==> src/rtl/cc_speedgen_pkg.sv <==
// rtl/cc_speedgen_pkg.sv - shared state encoding, default divisors and width helper for cc_speedgen
package cc_speedgen_pkg;

  typedef enum logic [1:0] {
    ST_IDLE = 2'd0,
    ST_SLOW = 2'd1,
    ST_FAST = 2'd2
  } state_e;

  localparam int SLOW_DIV_DEF     = 25_000_000;
  localparam int FAST_DIV_DEF     = 12_500_000;
  localparam int HITS_TO_FAST_DEF = 8;

  // Counter width for values 0..n-1, never narrower than one bit.
  function automatic int cc_width(input int n);
    if (n <= 2) return 1;
    return $clog2(n);
  endfunction

endpackage

==> src/rtl/cc_speedgen_if.sv <==
// rtl/cc_speedgen_if.sv - game-control pulses in, movement ticks and velocity-mux select out
interface cc_speedgen_if;

  logic CC_SPEEDGEN_start_InHigh;
  logic CC_SPEEDGEN_halt_InHigh;
  logic CC_SPEEDGEN_hit_InHigh;
  logic CC_SPEEDGEN_tickSlow_Out;
  logic CC_SPEEDGEN_tickFast_Out;
  logic CC_SPEEDGEN_select_InLow;

  modport master (
    output CC_SPEEDGEN_start_InHigh,
    output CC_SPEEDGEN_halt_InHigh,
    output CC_SPEEDGEN_hit_InHigh,
    input  CC_SPEEDGEN_tickSlow_Out,
    input  CC_SPEEDGEN_tickFast_Out,
    input  CC_SPEEDGEN_select_InLow
  );

  modport slave (
    input  CC_SPEEDGEN_start_InHigh,
    input  CC_SPEEDGEN_halt_InHigh,
    input  CC_SPEEDGEN_hit_InHigh,
    output CC_SPEEDGEN_tickSlow_Out,
    output CC_SPEEDGEN_tickFast_Out,
    output CC_SPEEDGEN_select_InLow
  );

endinterface

==> src/rtl/cc_speedgen_prescaler.sv <==
// rtl/cc_speedgen_prescaler.sv - DIV-period counter with sync clear/enable and a registered one-cycle tick
module cc_prescaler
  import cc_speedgen_pkg::*;
#(
  parameter int DIV = 4
) (
  input  logic clk_i,
  input  logic rst_n_i,
  input  logic clr_i,
  input  logic en_i,
  output logic tick_o
);

  localparam int W = cc_width(DIV);

  logic [W-1:0] cnt_q, cnt_d;
  logic         tick_q, tick_d;

  // The tick is registered on the edge that brings the count to DIV-1, so it is
  // high exactly while the counter sits at its wrap value.
  always_comb begin
    cnt_d  = cnt_q;
    tick_d = 1'b0;
    if (clr_i) begin
      cnt_d = '0;
    end else if (en_i) begin
      if (cnt_q == W'(DIV - 1)) begin
        cnt_d = '0;
      end else begin
        cnt_d = cnt_q + W'(1);
      end
      tick_d = (cnt_q == W'(DIV - 2));
    end
  end

  always_ff @(posedge clk_i or negedge rst_n_i) begin
    if (!rst_n_i) begin
      cnt_q  <= '0;
      tick_q <= 1'b0;
    end else begin
      cnt_q  <= cnt_d;
      tick_q <= tick_d;
    end
  end

  assign tick_o = tick_q;

endmodule

==> src/rtl/cc_speedgen.sv <==
// rtl/cc_speedgen.sv - level FSM, hit counter and the two movement-tick prescalers
module cc_speedgen
  import cc_speedgen_pkg::*;
#(
  parameter int SLOW_DIV     = SLOW_DIV_DEF,
  parameter int FAST_DIV     = FAST_DIV_DEF,
  parameter int HITS_TO_FAST = HITS_TO_FAST_DEF
) (
  input  logic          CC_SPEEDGEN_CLOCK_50,
  input  logic          CC_SPEEDGEN_RESET_InLow,
  cc_speedgen_if.slave  bus
);

  localparam int HW = cc_width(HITS_TO_FAST + 1);

  state_e        state_q, state_d;
  logic [HW-1:0] hits_q, hits_d;
  logic          select_q, select_d;
  logic          presc_clr, presc_en;
  logic          tick_slow, tick_fast;
  logic          start, halt, hit;

  assign start = bus.CC_SPEEDGEN_start_InHigh;
  assign halt  = bus.CC_SPEEDGEN_halt_InHigh;
  assign hit   = bus.CC_SPEEDGEN_hit_InHigh;

  // Priority halt > start > hit; a start also restarts the current rate's period.
  always_comb begin
    state_d   = state_q;
    hits_d    = hits_q;
    presc_clr = 1'b0;
    presc_en  = 1'b0;
    select_d  = 1'b0;

    if (halt) begin
      state_d = ST_IDLE;
    end else if (start) begin
      state_d = ST_SLOW;
      hits_d  = '0;
    end else if (hit) begin
      case (state_q)
        ST_SLOW: begin
          if (hits_q == HW'(HITS_TO_FAST - 1)) begin
            hits_d  = HW'(HITS_TO_FAST);
            state_d = ST_FAST;
          end else begin
            hits_d = hits_q + HW'(1);
          end
        end
        default: ;
      endcase
    end

    presc_clr = (state_d != state_q) || (start && !halt);
    presc_en  = (state_q != ST_IDLE);
    select_d  = (state_d == ST_FAST);
  end

  always_ff @(posedge CC_SPEEDGEN_CLOCK_50 or negedge CC_SPEEDGEN_RESET_InLow) begin
    if (!CC_SPEEDGEN_RESET_InLow) begin
      state_q  <= ST_IDLE;
      hits_q   <= '0;
      select_q <= 1'b0;
    end else begin
      state_q  <= state_d;
      hits_q   <= hits_d;
      select_q <= select_d;
    end
  end

  cc_prescaler #(.DIV(SLOW_DIV)) u_slow (
    .clk_i   (CC_SPEEDGEN_CLOCK_50),
    .rst_n_i (CC_SPEEDGEN_RESET_InLow),
    .clr_i   (presc_clr),
    .en_i    (presc_en),
    .tick_o  (tick_slow)
  );

  cc_prescaler #(.DIV(FAST_DIV)) u_fast (
    .clk_i   (CC_SPEEDGEN_CLOCK_50),
    .rst_n_i (CC_SPEEDGEN_RESET_InLow),
    .clr_i   (presc_clr),
    .en_i    (presc_en),
    .tick_o  (tick_fast)
  );

  assign bus.CC_SPEEDGEN_tickSlow_Out = tick_slow;
  assign bus.CC_SPEEDGEN_tickFast_Out = tick_fast;
  assign bus.CC_SPEEDGEN_select_InLow = select_q;

endmodule

==> src/flat_wrapper.sv <==
// flat-port wrapper written by rule: the top's interface ports become plain ports
module cc_speedgen_flat import cc_speedgen_pkg::*;
#(
  parameter int SLOW_DIV     = SLOW_DIV_DEF,
  parameter int FAST_DIV     = FAST_DIV_DEF,
  parameter int HITS_TO_FAST = HITS_TO_FAST_DEF
)
  (CC_SPEEDGEN_CLOCK_50, CC_SPEEDGEN_RESET_InLow, bus_CC_SPEEDGEN_start_InHigh, bus_CC_SPEEDGEN_halt_InHigh, bus_CC_SPEEDGEN_hit_InHigh, bus_CC_SPEEDGEN_tickSlow_Out, bus_CC_SPEEDGEN_tickFast_Out, bus_CC_SPEEDGEN_select_InLow);
  cc_speedgen_if bus_i ();
  input  logic CC_SPEEDGEN_CLOCK_50;
  input  logic CC_SPEEDGEN_RESET_InLow;
  input wire logic [$bits(bus_i.CC_SPEEDGEN_start_InHigh)-1:0] bus_CC_SPEEDGEN_start_InHigh;
  input wire logic [$bits(bus_i.CC_SPEEDGEN_halt_InHigh)-1:0] bus_CC_SPEEDGEN_halt_InHigh;
  input wire logic [$bits(bus_i.CC_SPEEDGEN_hit_InHigh)-1:0] bus_CC_SPEEDGEN_hit_InHigh;
  output wire logic [$bits(bus_i.CC_SPEEDGEN_tickSlow_Out)-1:0] bus_CC_SPEEDGEN_tickSlow_Out;
  output wire logic [$bits(bus_i.CC_SPEEDGEN_tickFast_Out)-1:0] bus_CC_SPEEDGEN_tickFast_Out;
  output wire logic [$bits(bus_i.CC_SPEEDGEN_select_InLow)-1:0] bus_CC_SPEEDGEN_select_InLow;
  assign bus_i.CC_SPEEDGEN_start_InHigh = bus_CC_SPEEDGEN_start_InHigh;
  assign bus_i.CC_SPEEDGEN_halt_InHigh = bus_CC_SPEEDGEN_halt_InHigh;
  assign bus_i.CC_SPEEDGEN_hit_InHigh = bus_CC_SPEEDGEN_hit_InHigh;
  assign bus_CC_SPEEDGEN_tickSlow_Out = bus_i.CC_SPEEDGEN_tickSlow_Out;
  assign bus_CC_SPEEDGEN_tickFast_Out = bus_i.CC_SPEEDGEN_tickFast_Out;
  assign bus_CC_SPEEDGEN_select_InLow = bus_i.CC_SPEEDGEN_select_InLow;
  cc_speedgen #(.SLOW_DIV(SLOW_DIV), .FAST_DIV(FAST_DIV), .HITS_TO_FAST(HITS_TO_FAST)) u_core (.CC_SPEEDGEN_CLOCK_50(CC_SPEEDGEN_CLOCK_50), .CC_SPEEDGEN_RESET_InLow(CC_SPEEDGEN_RESET_InLow), .bus(bus_i));
endmodule
==> config.mk <==
export PLATFORM = sky130hd
export DESIGN_NAME = cc_speedgen_flat
export DESIGN_NICKNAME = d
export VERILOG_FILES = /design/src/rtl/cc_speedgen_pkg.sv /design/src/rtl/cc_speedgen_if.sv /design/src/rtl/cc_speedgen_prescaler.sv /design/src/rtl/cc_speedgen.sv /design/src/flat_wrapper.sv
export SDC_FILE = /design/constraint.sdc
export NUM_CORES = 1
export LEC_CHECK = 0
export ABC_AREA = 1
export BUFFER_PORTS_ARGS = -buffer_cell sky130_fd_sc_hd__clkbuf_2
export CORE_ASPECT_RATIO = 1.4
export CORE_MARGIN = 10
export CORE_UTILIZATION = 25
export CTS_BUF_LIST = sky130_fd_sc_hd__clkbuf_16
export CTS_CLUSTER_SIZE = 25
export DETAILED_ROUTE_END_ITERATION = 16
export PLACE_DENSITY = 0.36
export SLEW_MARGIN = 20
export SYNTH_ARGS = -nofsm -noshare
export SYNTH_HDL_FRONTEND = slang
export SYNTH_SLANG_ARGS = --single-unit
==> constraint.sdc <==
create_clock -name CC_SPEEDGEN_CLOCK_50 -period 2.5 [get_ports CC_SPEEDGEN_CLOCK_50]
set_input_delay 0.5 -clock CC_SPEEDGEN_CLOCK_50 [delete_from_list [all_inputs] [get_ports CC_SPEEDGEN_CLOCK_50]]
set_output_delay 0.5 -clock CC_SPEEDGEN_CLOCK_50 [all_outputs]
set_load 0.05 [all_outputs]
Word-level counts from Yosys, hierarchy flattened
Cells that the tools add are included.

Bits in writable memories: 0. Latch bits: 0. Output and inout bits: 3. Bits in read-only memories: 0. Bits in registers: 58. Memories kept: 0.

Muxes and demuxes: 19. Div/mod/pow operators: 0. Multiply operators: 0. Shift-type cells: 0. Bitwise logic cells: 1. Order comparisons: 0. Add/subtract/negate cells: 3. Reduce and logical (&&, ||, !) cells: 8. Equality and inequality tests: 8.

Operators with widths (number): $mux W25 (3); $mux W24 (3); $eq A25 B25 Y1 const B (2); $eq A24 B24 Y1 const B (2); $add A25 B1 Y25 const B (1); $add A24 B1 Y24 const B (1); $mux W4 (4); $mux W2 (5); $reduce_bool A2 Y1 (4); $add A4 B1 Y4 const B (1); $eq A4 B3 Y1 const B (1); $mux W1 (4); $reduce_and A3 Y1 (1); $eq A2 B1 Y1 const B (1); $eq A2 B2 Y1 const B (1); $ne A2 B2 Y1 (1); $logic_and A1 B1 Y1 (1); $logic_not A1 Y1 (1); $logic_or A1 B1 Y1 (1); $not A1 Y1 (1).

Longest topological paths before layout
Gate-level depths: netlist of the first run.

Word-level depth: 9. Gate-level depth with buffers: 12. Depth with buffers taken out: 11.

By module
From an unflattened synthesis of the first run, not the netlist that was laid out.

Cells, all modules: 529. Area total of the unflattened synthesis: 3686.0 µm².

By module, submodules not included: cc_prescaler at u_core.u_fast (area each 1634.1 µm², instances 1, sequential area each 625.6 µm², cells an instance 239); cc_prescaler at u_core.u_slow (area each 1615.3 µm², instances 1, sequential area each 650.6 µm², cells an instance 234); cc_speedgen (area each 436.7 µm², instances 1, sequential area each 175.2 µm², cells an instance 56).

Least setup slack after synthesis of the first run
No wires, ideal clock.

Kind: reg2reg. Start: register u_core.hits_q[0]. End: register u_core.u_slow.cnt_q[23]. Required time: 2.435 ns. Setup time: 0.065 ns. Stages on the path, launching flop included: 12. Setup slack: 0.935 ns. Arrival: 1.500 ns. Path through: dfrtp_1 ha_1 nand2_2 nor2_4 nand3_1 nand3_1 nand2_2 nand2_4 nor2_4 buf_6 nand2_2 nand2_1.

Word-level cells in the longest chain between the ends: 9. Elaborated cells on any way between the ends: 10. Classes of those cells: eq/ne: 2; mux: 6; reduce/logical: 2.

RTL lines: start: declaration (line cc_speedgen.sv:17) `logic [HW-1:0] hits_q, hits_d;`; start signal: assignment (line cc_speedgen.sv:66) `hits_q <= hits_d;`; $eq A4 B3 Y1 * (line cc_speedgen.sv:43) `if (hits_q == HW'(HITS_TO_FAST - 1)) begin`; $mux W2 * (line cc_speedgen.sv:43); $mux W2 * (line cc_speedgen.sv:41) `case (state_q)`; $mux W2 * (line cc_speedgen.sv:40) `end else if (hit) begin`; $mux W2 * (line cc_speedgen.sv:37) `end else if (start) begin`; $mux W2 * (line cc_speedgen.sv:35) `if (halt) begin`; $ne A2 B2 Y1 * (line cc_speedgen.sv:54) `presc_clr = (state_d != state_q) || (start && !halt);`; $logic_or A1 B1 Y1 * (line cc_speedgen.sv:54); $mux W25 / $reduce_bool A2 Y1 (equally long branches); end signal: assignment (line cc_speedgen_prescaler.sv:41) `cnt_q <= cnt_d;`; end: declaration (line cc_speedgen_prescaler.sv:16) `logic [W-1:0] cnt_q, cnt_d;`.

Every way passes the cells marked *; elsewhere a longest branch is shown, timed or not. A chain may end at the register's enable or synchronous reset.

Worst setup path after layout of the first run
Start: register u_core.hits_q[0]. End: register u_core.u_slow.cnt_q[1].

The elaborated chain is that of the path after synthesis.

==> impl_metrics.py, run 1 <==
metrics = {
    "status": {
        "outcome": "finished, final reports clean",
    },
    "sta": {
        "setup_viol": 0,
        "final_max_slew_viol_count": 0,
        "period_minus_slack_ps": 2010,
        "finClkSkew_ps": 8.79,
        "timing.fmax_mhz": 497,
        "worst_pin_slew_ps": 631,
        "rsz0062_at_grt": "no",
        "finalSetupTns_ps": 0,
        "fin_ws_ps": 487,
        "slew_headroom_pct": 57.9,
        "hold_viol_final": 0,
        "fin_crit_sh_pct": 80.5,
    },
    "cts": {
        "numClockSinks": 58,
        "cts_inserted_buffers": 9,
        "cts_buffer_depth": 2,
        "insertion_delay_ps": 340,
        "cts_setup_buffers": 0,
        "htree_levels": 3,
        "path_clk_slew_ps": 60,
        "root_buffer": "clkbuf_16",
        "cts_resized": 0,
        "cts_tree": "yes",
        "ctsHoldBuffers": 0,
    },
    "worst_setup_path": {
        "cp_num_cells": 10,
        "startpoint": "u_core.hits_q[0]$_DFFE_PN0P_",
        "crit_path_start_kind": "flop",
        "worstSetupEndpointType": "flop",
        "worst_path_largest_cell_delay_ps": 450,
        "worstSetupPathType": "reg -> reg",
        "cp_max_fo": 19,
        "crit_slowest_cell": "nor2_4",
        "crit_path_cell_trace": "ha_1, nand2_2, nor2_4, nand3_1, nand3_1, nand2_2, nand2_4, nor2_4, nand2_1, nand2_1",
        "crit_family": "simple AND/OR/NAND/NOR gates",
        "ff2ff_path_depth": 10,
        "worstPathArrival_ps": 2280,
        "reg2reg_slack_ps": 490,
        "cp_num_buf_inv": 0,
        "required_ps": 2770,
        "rr_startpoint": "u_core.hits_q[0]$_DFFE_PN0P_",
    },
    "global_routing": {
        "antenna_found_initial": 0,
        "grt_usage_pct": 11.7,
        "grt_first_pass_wirelength_um": 20100,
        "grt_pass1_vias": 3924,
        "grt_max_degree": 31,
        "gr-total-overflow": 0,
    },
    "place": {
        "dp.final_hpwl_um": 9170,
        "dp_slack_ps": 474,
        "place_congestion": 0.859,
        "io_buffers": 7,
    },
    "route": {
        "wire_per_inst_um": 14.5,
        "wl_met3_um": 351,
        "drt_iter0_drc": 180,
        "antenna_left": 0,
        "vias": 3734,
        "routed.top_layer": "met4",
        "drtPass1Iterations": 4,
        "post-route-drc-count": 0,
        "wl_met1_um": 5000,
        "wl_um": 12000,
        "met2_length_um": 6200,
        "via_per_inst": 4.52,
    },
    "die": {
        "boundaryPins": 8,
        "rows": 55,
        "die_w_um": 128,
        "core-area_sq_mm": 0.0161,
        "fp.dieArea_sq_mm": 0.0218,
        "start_util_pct": 25.3,
        "die-height_um": 171,
    },
    "cells_and_area": {
        "drive_above_1_share_pct": 10.4,
        "fin_nets": 632,
        "syn_to_final_growth_pct": 13.9,
        "final_cell_mix": "nand2_1 (209), nor2_1 (99), inv_1 (70), dfrtp_1 (58), nand3_1 (42)",
        "antenna_cells": 0,
        "final_common_cell": "nand2_1",
    },
    "logic_synthesis": {
        "yosysUniqueCellTypes": 31,
        "synth_area_sq_mm": 0.00407,
        "yosysSeqAreaShare_pct": 35.7,
        "synth.avg_cell_area_sq_um": 6.62,
        "synthCells": 614,
        "syn_nets": 624,
        "yosysWarnings": 0,
        "synth-seq-cells": 58,
    },
    "pwr": {
        "ir_worst_vdd_uv": 220,
        "power.leakage_nw": 2.13,
        "power_density_mw_per_mm2": 554,
    },
    "worst_hold_path": {
        "min_path_type": "in -> async",
    },
    "job": {
        "cap_violations": 0,
    },
}
==> power by group <==
part	total (mW)	switching, mW	leakage, nW	internal [mW]
combinational	0.171	0.132	1.16	0.0389
clock	1.43	0.468	0.164	0.963
sequential	0.967	0.0162	0.806	0.951
==> layout make-up <==
| class | instances | area (sq um) |
|---|---|---|
| repair buffers | 11 | 77.6 |
| clock inverters | 7 | 108 |
| flip-flops and latches | 58 | 1450 |
| multi-input cells | 471 | 2260 |
| fillers | 1842 | 11500 |
| clock buffers | 9 | 225 |
| inverters | 71 | 267 |
| well taps | 199 | 249 |
==> cells by family after synthesis <==
logic type	Yosys count	share of synthesized area (%)
buffers and inverters	85	8.86
XOR/XNOR	26	5.60
AO/OA/AOI/OAI	22	3.05
AND/OR/NAND/NOR	418	45.3
adder cells (fa/ha/maj)	5	1.54
flip-flops	58	35.7
==> synth_stat cells (all sizes together) <==
cell | instances | area share, %
nand2 | 228 | 22
nor2 | 111 | 12
inv | 71 | 6.6
dfrtp | 58 | 36
nand3 | 46 | 6.2
xor2 | 21 | 4.5
nor3 | 15 | 2.0
buf | 14 | 2.3
nand4 | 13 | 2.0
a21oi | 8 | 0.98
o21ai | 8 | 0.98
ha | 5 | 1.5
xnor2 | 5 | 1.1
nand3b | 2 | 0.37
o22ai | 2 | 0.31
or2 | 2 | 0.31
a31o | 1 | 0.22
nor3b | 1 | 0.18
o211ai | 1 | 0.18
o21bai | 1 | 0.18
o31ai | 1 | 0.18
==> registers in the layout, indices dropped and copies added (netlist names) <==
register / cells
u_core.u_slow.cnt_q: 25
u_core.u_fast.cnt_q: 24
u_core.hits_q: 4
u_core.state_q: 2
u_core.bus.CC_SPEEDGEN_select_InLow: 1
u_core.u_fast.tick_o: 1
u_core.u_slow.tick_o: 1
==> metrics by stage <==
stage | power, mW | util [%] | hold slack (ps) | instances | area [sq um]
global placement | 1.16 | 26.7 | 514 | 810 | 4300
floorplan | 1.09 | - | 204 | 614 | 4070
CTS | 2.62 | 28.8 | 176 | 826 | 4630
global route | 2.68 | 28.8 | 198 | 826 | 4630
finish | 2.57 | 28.8 | 155 | 826 | 4630
detailed placement | 1.16 | 26.7 | 528 | 810 | 4300
==> path summary, 6_finish.rpt <==
path | to
worst max-delay path | u_core.u_slow.cnt_q[1]$_DFFE_PN0P_
worst min-delay path | u_core.u_slow.cnt_q[17]$_DFFE_PN0P_
min in group CC_SPEEDGEN_CLOCK_50 | u_core.hits_q[2]$_DFFE_PN0P_
max in group asynchronous | u_core.u_slow.cnt_q[13]$_DFFE_PN0P_
worst max register to register | u_core.u_slow.cnt_q[1]$_DFFE_PN0P_
worst min register to register | u_core.hits_q[0]$_DFFE_PN0P_
==> per-layer routing <==
layer | vias to the layer above | track usage, %
met5 | - | 0
met4 | 0 | 5.64
met3 | 24 | 2.41
met2 | 52 | 21.0
met1 | 1742 | 12.8
li1 | 1916 | -
(Power assumes the default switching activity.)
==> run 2, diff against run 1 <==
Settings changed: ABC_AREA 1 to 0, PLACE_DENSITY 0.36 to 0.37.
Clock period 2.5 ns to 1.66 ns, I/O delays scaled along.
==> run 2 against run 1 <==
- sequential power rose by 49%
- clock power rose by 13%
- register-to-register slack worse by 850 ps
- synthesized area down 19%
- worst setup slack got worse by 850 ps
- cell count down 18%
- critical path type unchanged
- die area down 16%
- the flow now finishes with violations (negative setup slack)
- synthesized cell count shrank 39%
- clock skew is 1.5 ps lower
- utilization increased by 11 points
- sequential cell count unchanged
- power increased by 31%
==> impl_metrics.py, run 2 <==
metrics = {
    "status": {
        "outcome": "finished, violations left",
        "violations": "negative setup slack",
    },
    "cts": {
        "htree_levels": 3,
        "cts_tree": "yes",
        "cts_inserted_buffers": 9,
        "path_clk_slew_ps": 50,
        "cts_buffer_depth": 2,
        "root_buffer": "clkbuf_16",
        "insertion_delay_ps": 330,
        "numClockSinks": 58,
    },
    "global_routing": {
        "grt_pass1_vias": 3545,
        "grt_usage_pct": 12.8,
        "grt_max_degree": 59,
        "antenna_found_initial": 0,
        "gr-total-overflow": 0,
        "grt_first_pass_wirelength_um": 18200,
    },
    "sta": {
        "hold_viol_final": 0,
        "finClkSkew_ps": 7.34,
        "fin_crit_sh_pct": 122,
        "finalSetupTns_ps": -12860,
        "fin_ws_ps": -360,
        "worst_pin_slew_ps": 383,
        "slew_headroom_pct": 74.4,
        "hold_ws_ps": 14.7,
        "setup_viol": 48,
        "timing.fmax_mhz": 495,
        "final_max_slew_viol_count": 0,
        "period_minus_slack_ps": 2020,
        "rsz0062_at_grt": "yes",
    },
    "logic_synthesis": {
        "async_reset_ff_share_pct": 100,
        "synth_area_sq_mm": 0.00331,
        "yosysWarnings": 0,
        "yosys.area.top_type": "dfrtp_1",
        "synth_top_area_share_pct": 43.9,
        "synth_edf_count": 0,
        "synthFlopType": "dfrtp_1",
        "yosysMostFrequentCell": "dfrtp_1",
        "synth-seq-cells": 58,
        "synth_area_leaders": "dfrtp_1 (44%), nand2_1 (4.9%), a31oi_1 (4.7%), nor2_1 (3.9%), nand4_1 (3.6%)",
        "synthCells": 372,
        "yosysSeqAreaShare_pct": 43.9,
        "synth.avg_cell_area_sq_um": 8.89,
        "yosysUniqueCellTypes": 48,
        "yosys-top-cells-count": "dfrtp_1 (58), nand2_1 (43), nor2_1 (34), a31oi_1 (25), nand3_1 (22)",
        "syn_nets": 382,
    },
    "cells_and_area": {
        "drive_above_1_share_pct": 43.4,
        "top_register": "u_core.u_slow.cnt_q",
        "antenna_cells": 0,
        "largest_reg_flops": 25,
        "largestRegisters": "u_core.u_slow.cnt_q x25, u_core.u_fast.cnt_q x24, u_core.hits_q x4",
        "multi_input_area_sq_mm": 0.00217,
        "postLayoutCellArea_sq_mm": 0.00518,
        "fin_nets": 506,
        "regArea_sq_mm": 0.00146,
        "final_cell_mix": "buf_4 (107), dfrtp_1 (55), nand2_1 (39), nor2_1 (30), a31oi_1 (21)",
        "final_common_cell": "buf_4",
        "syn_to_final_growth_pct": 56.5,
        "fillers": 1299,
    },
    "die": {
        "boundaryPins": 8,
        "fp.dieArea_sq_mm": 0.0183,
        "start_util_pct": 25.6,
        "rows": 49,
        "die_w_um": 117,
        "die-height_um": 156,
        "core-area_sq_mm": 0.0129,
    },
    "job": {
        "cap_violations": 0,
    },
    "worst_setup_path": {
        "worstSetupEndpointType": "flop",
        "worstPathArrival_ps": 2220,
        "worstSetupPathType": "reg -> reg",
        "required_ps": 1860,
        "cp_max_fo": 7,
        "rr_startpoint": "u_core.u_slow.cnt_q[10]$_DFFE_PN0P_",
        "worstReg2RegEnd": "u_core.u_slow.cnt_q[11]$_DFFE_PN0P_",
        "ff2ff_path_depth": 6,
        "crit_path_start_kind": "flop",
        "reg2reg_slack_ps": -360,
    },
    "place": {
        "io_buffers": 7,
        "place_congestion": 0.848,
        "dp_slack_ps": -435,
        "place_area_sq_mm": 0.00442,
        "dp.final_hpwl_um": 7620,
    },
    "pwr": {
        "power_density_mw_per_mm2": 648,
        "ir_worst_vdd_uv": 331,
        "finalPower_mw": 3.35,
        "power.leakage_nw": 2.19,
    },
    "route": {
        "vias": 3335,
        "drt_iter0_drc": 155,
        "drtPass1Iterations": 4,
        "antenna_left": 0,
        "post-route-drc-count": 0,
        "via_per_inst": 4.92,
        "wire_per_inst_um": 16.4,
        "wl_um": 11100,
    },
    "worst_hold_path": {
        "min_path_type": "in -> async",
    },
}
## run 2: cell types whose count changed after synthesis, moves of 11 or more
cell	change
o21ai_0	+13
nand2_1	-166
clkbuf_1	+11
nor2_1	-65
nand2_2	-18
xor2_1	-11
nand3_1	-20
a31oi_1	+25
inv_1	-64
## run 2: layer usage
layer	track usage, %	part of all wire, %
met1	14.1	42
met4	5.19	2.1
met2	23.0	54
met3	2.66	2.3
met5	0	0
## run 2: how the worst max path moves through the flow
stage | endpoint | slack (ps) | start | cells past startpoint
2_1_floorplan | u_core.u_fast.cnt_q[23]$_DFFE_PN0P_ | -410 | u_core.u_fast.cnt_q[3]$_DFFE_PN0P_ | 7
3_3_place_gp | u_core.u_slow.cnt_q[10]$_DFFE_PN0P_ | -420 | u_core.u_slow.cnt_q[17]$_DFFE_PN0P_ | 6
3_5_place_dp | u_core.u_slow.cnt_q[10]$_DFFE_PN0P_ | -440 | u_core.u_slow.cnt_q[17]$_DFFE_PN0P_ | 6
4_1_cts | u_core.u_slow.cnt_q[6]$_DFFE_PN0P_ | -390 | u_core.u_slow.cnt_q[10]$_DFFE_PN0P_ | 6
5_1_grt | u_core.u_slow.cnt_q[15]$_DFFE_PN0P_ | -490 | u_core.u_slow.cnt_q[10]$_DFFE_PN0P_ | 6
6_report | u_core.u_slow.cnt_q[11]$_DFFE_PN0P_ | -360 | u_core.u_slow.cnt_q[10]$_DFFE_PN0P_ | 6
## run 2: logic make-up (layout without fill, tap and decap cells)
group,count (synthesis),in the layout,share of synthesized area [%]
xor gates and xnor gates,18,18,4.77
and+or+nand+nor,184,187,29.6
AOI/OAI and AO/OA,81,81,15.5
muxes,2,2,0.605
adders and majority gates,5,5,1.89
buffers and inverters,24,149,3.71
DFF,58,58,43.9
## run 2: critical path: stages (launching register included)
cell	delay [ps]
dfrtp_1	370
or4_4	550
nor4_4	360
a31oi_4	180
buf_6	170
nor2_4	200
nor2_1	80
## run 2: power by group
part | leakage (nW) | internal [mW] | switching (mW)
sequential | 0.802 | 1.43 | 0.0104
combinational | 1.26 | 0.119 | 0.177
clock | 0.131 | 0.975 | 0.642
total | 2.19 | 2.52 | 0.830
## run 2: cell type report
| type | count | area share, % |
|---|---|---|
| Inverter | 6 | 0.435 |
| Sequential cell | 58 | 28.1 |
| Tap cell | 178 | 4.30 |
| Multi-Input combinational cell | 293 | 41.9 |
| Clock buffer | 9 | 4.35 |
| Timing Repair Buffer | 128 | 20.4 |
| Clock inverter | 6 | 0.508 |
## run 2: through the flow
stage                     cells  utilization, %
final                       678            40.0
after floorplan             372               -
after global routing        678            40.0
after detailed placement    640            34.1
after global placement      640            34.1
after CTS                   669            38.5
## run 2: repair_timing
action / in CTS / in global routing
hold buffers: 0 / 0
resized for setup: 43 / 20
cloned: 3 / 1
pin swaps: 55 / 15
setup buffers: 12 / 8
endpoints found under the setup margin: 48 / 50
==> run 3, diff against run 2 <==
Settings changed: CORE_MARGIN 10 to default, RECOVER_POWER from default to 25.
==> run 3 against run 2 <==
- the flow still finishes with violations (negative setup slack)
- sequential power barely moved
- register-to-register slack barely moved
- sequential cell count did not move
- die area fell by 25%
- cell count fell by 3.8%
- global-route usage rose by 4.6 points
- non-clock buffer count fell by 2
- cell area fell by 0.51%
- critical path depth fell by 1
- clock-buffer cell count did not move
==> impl_metrics.py, run 3 (synthesized netlist as in run 2, its figures left out) <==
metrics = {
    "route": {
        "vias": 3406,
        "wire_per_inst_um": 17.2,
        "antenna_left": 0,
        "drt_iter0_drc": 97,
        "wl_um": 11200,
        "drtPass1Iterations": 6,
        "post-route-drc-count": 0,
        "via_per_inst": 5.22,
    },
    "sta": {
        "finClkSkew_ps": 7.87,
        "rsz0062_at_grt": "yes",
        "fin_crit_sh_pct": 122,
        "worst_pin_slew_ps": 894,
        "hold_viol_final": 0,
        "hold_ws_ps": 226,
        "timing.fmax_mhz": 493,
        "period_minus_slack_ps": 2030,
        "slew_headroom_pct": 40.4,
        "setup_viol": 47,
        "final_max_slew_viol_count": 0,
        "finalSetupTns_ps": -11340,
        "fin_ws_ps": -369,
    },
    "cells_and_area": {
        "fillers": 1303,
        "final_core_util_pct": 40.0,
        "final_common_cell": "buf_4",
        "fin_cells": 652,
        "final_cell_mix": "buf_4 (102), dfrtp_1 (54), nand2_1 (39), nor2_1 (29), a31oi_1 (23)",
        "antenna_cells": 0,
        "fin_nets": 504,
        "largestRegisters": "u_core.u_slow.cnt_q x25, u_core.u_fast.cnt_q x24, u_core.hits_q x4",
        "largest_reg_flops": 25,
        "multi_input_area_sq_mm": 0.00220,
        "drive_above_1_share_pct": 44.1,
        "regArea_sq_mm": 0.00146,
        "syn_to_final_growth_pct": 55.7,
        "top_register": "u_core.u_slow.cnt_q",
    },
    "cts": {
        "insertion_delay_ps": 330,
        "cts_buffer_depth": 2,
        "path_clk_slew_ps": 50,
        "htree_levels": 3,
        "root_buffer": "clkbuf_16",
        "cts_inserted_buffers": 9,
        "cts_tree": "yes",
        "ctsHoldBuffers": 0,
        "numClockSinks": 58,
    },
    "worst_setup_path": {
        "crit_slowest_cell": "or4b_4",
        "cp_max_fo": 6,
        "worstSetupEndpointType": "flop",
        "worstReg2RegEnd": "u_core.u_slow.cnt_q[14]$_DFFE_PN0P_",
        "crit_path_start_kind": "flop",
        "cp_num_cells": 5,
        "ff2ff_path_depth": 5,
        "rr_startpoint": "u_core.u_slow.cnt_q[17]$_DFFE_PN0P_",
        "startpoint": "u_core.u_slow.cnt_q[17]$_DFFE_PN0P_",
        "worstSetupPathType": "reg -> reg",
        "crit_family": "simple AND/OR/NAND/NOR gates",
        "cp_num_buf_inv": 0,
        "worstSetupEndpoint": "u_core.u_slow.cnt_q[14]$_DFFE_PN0P_",
        "reg2reg_slack_ps": -370,
        "crit_path_cell_trace": "or4b_4, nor4_4, a31oi_4, and3_1, a221o_1",
        "worstPathArrival_ps": 2240,
        "required_ps": 1870,
        "worst_path_largest_cell_delay_ps": 560,
    },
    "place": {
        "placed_cells": 616,
        "place_congestion": 0.788,
        "io_buffers": 7,
        "dp.final_hpwl_um": 7410,
    },
    "die": {
        "die-height_um": 138,
        "core-area_sq_mm": 0.0129,
        "die_w_um": 99.2,
        "boundaryPins": 8,
        "rows": 49,
        "fp.dieArea_sq_mm": 0.0137,
        "start_util_pct": 25.7,
    },
    "status": {
        "outcome": "finished, violations left",
        "violations": "negative setup slack",
    },
    "global_routing": {
        "gr-total-overflow": 0,
        "grt_first_pass_wirelength_um": 18500,
        "grt_max_degree": 59,
        "grt_pass1_vias": 3565,
        "antenna_found_initial": 0,
        "grt_usage_pct": 17.4,
    },
    "pwr": {
        "power_density_mw_per_mm2": 658,
        "ir_worst_vdd_uv": 346,
        "power.leakage_nw": 2.13,
    },
    "worst_hold_path": {
        "min_path_type": "in -> async",
    },
    "job": {
        "cap_violations": 0,
    },
}
run 3: cell types whose count changed in the layout (fill, tap and decap cells not counted), sizes merged:
cell / previous run / this run
buf: 120 / 118
inv: 7 / 8
run 3: cell type report:
cell class | instances | share of cell area, %
Clock buffer | 9 | 4.37
Inverter | 6 | 0.437
Sequential cell | 58 | 28.3
Tap cell | 153 | 3.72
Clock inverter | 7 | 0.559
Multi-Input combinational cell | 293 | 42.7
Timing Repair Buffer | 126 | 20.0
run 3: worst min-delay path by stage:
stage	to	cells after the start	startpoint
global placement	u_core.u_fast.cnt_q[19]$_DFFE_PN0P_	2	CC_SPEEDGEN_RESET_InLow
floorplan	u_core.bus.CC_SPEEDGEN_select_InLow$_DFF_PN0_	0	CC_SPEEDGEN_RESET_InLow
CTS	u_core.u_slow.cnt_q[14]$_DFFE_PN0P_	2	CC_SPEEDGEN_RESET_InLow
detailed placement	u_core.u_fast.cnt_q[17]$_DFFE_PN0P_	2	CC_SPEEDGEN_RESET_InLow
global route	u_core.u_fast.cnt_q[17]$_DFFE_PN0P_	2	CC_SPEEDGEN_RESET_InLow
finish	u_core.u_fast.cnt_q[21]$_DFFE_PN0P_	2	CC_SPEEDGEN_RESET_InLow
run 3: metrics by stage:
step / total power [mW] / worst slack [ps] / area, sq um
after floorplan: 1.59 / -410 / 3490
after global placement: 1.73 / -381 / 4370
after detailed placement: 1.73 / -394 / 4370
after CTS: 3.43 / -365 / 5010
after global routing: 3.52 / -446 / 5150
final: 3.39 / -369 / 5150
run 3: where the power goes:
part           total, mW  leakage [nW]  internal (mW)  switching [mW]
combinational      0.307          1.20          0.125           0.183
sequential          1.44         0.800           1.43         0.00960
clock               1.64         0.134          0.977           0.666
run 3: timing repair:
item	CTS	global route
buffers inserted	15	2
endpoints found under the hold margin	0	0
endpoints found under the setup margin	50	50
gates resized for setup	53	33
gates cloned	6	0
pin swaps	43	20
run 3: per-layer routing:
| layer | wire length (um) | global-route usage, % | up-vias |
|---|---|---|---|
| met1 | 4500 | 19.8 | 1673 |
| met3 | 239 | 2.83 | 39 |
| li1 | - | - | 1632 |
| met5 | 0 | 0 | - |
| met4 | 431 | 9.06 | 0 |
| met2 | 6020 | 31.0 | 62 |
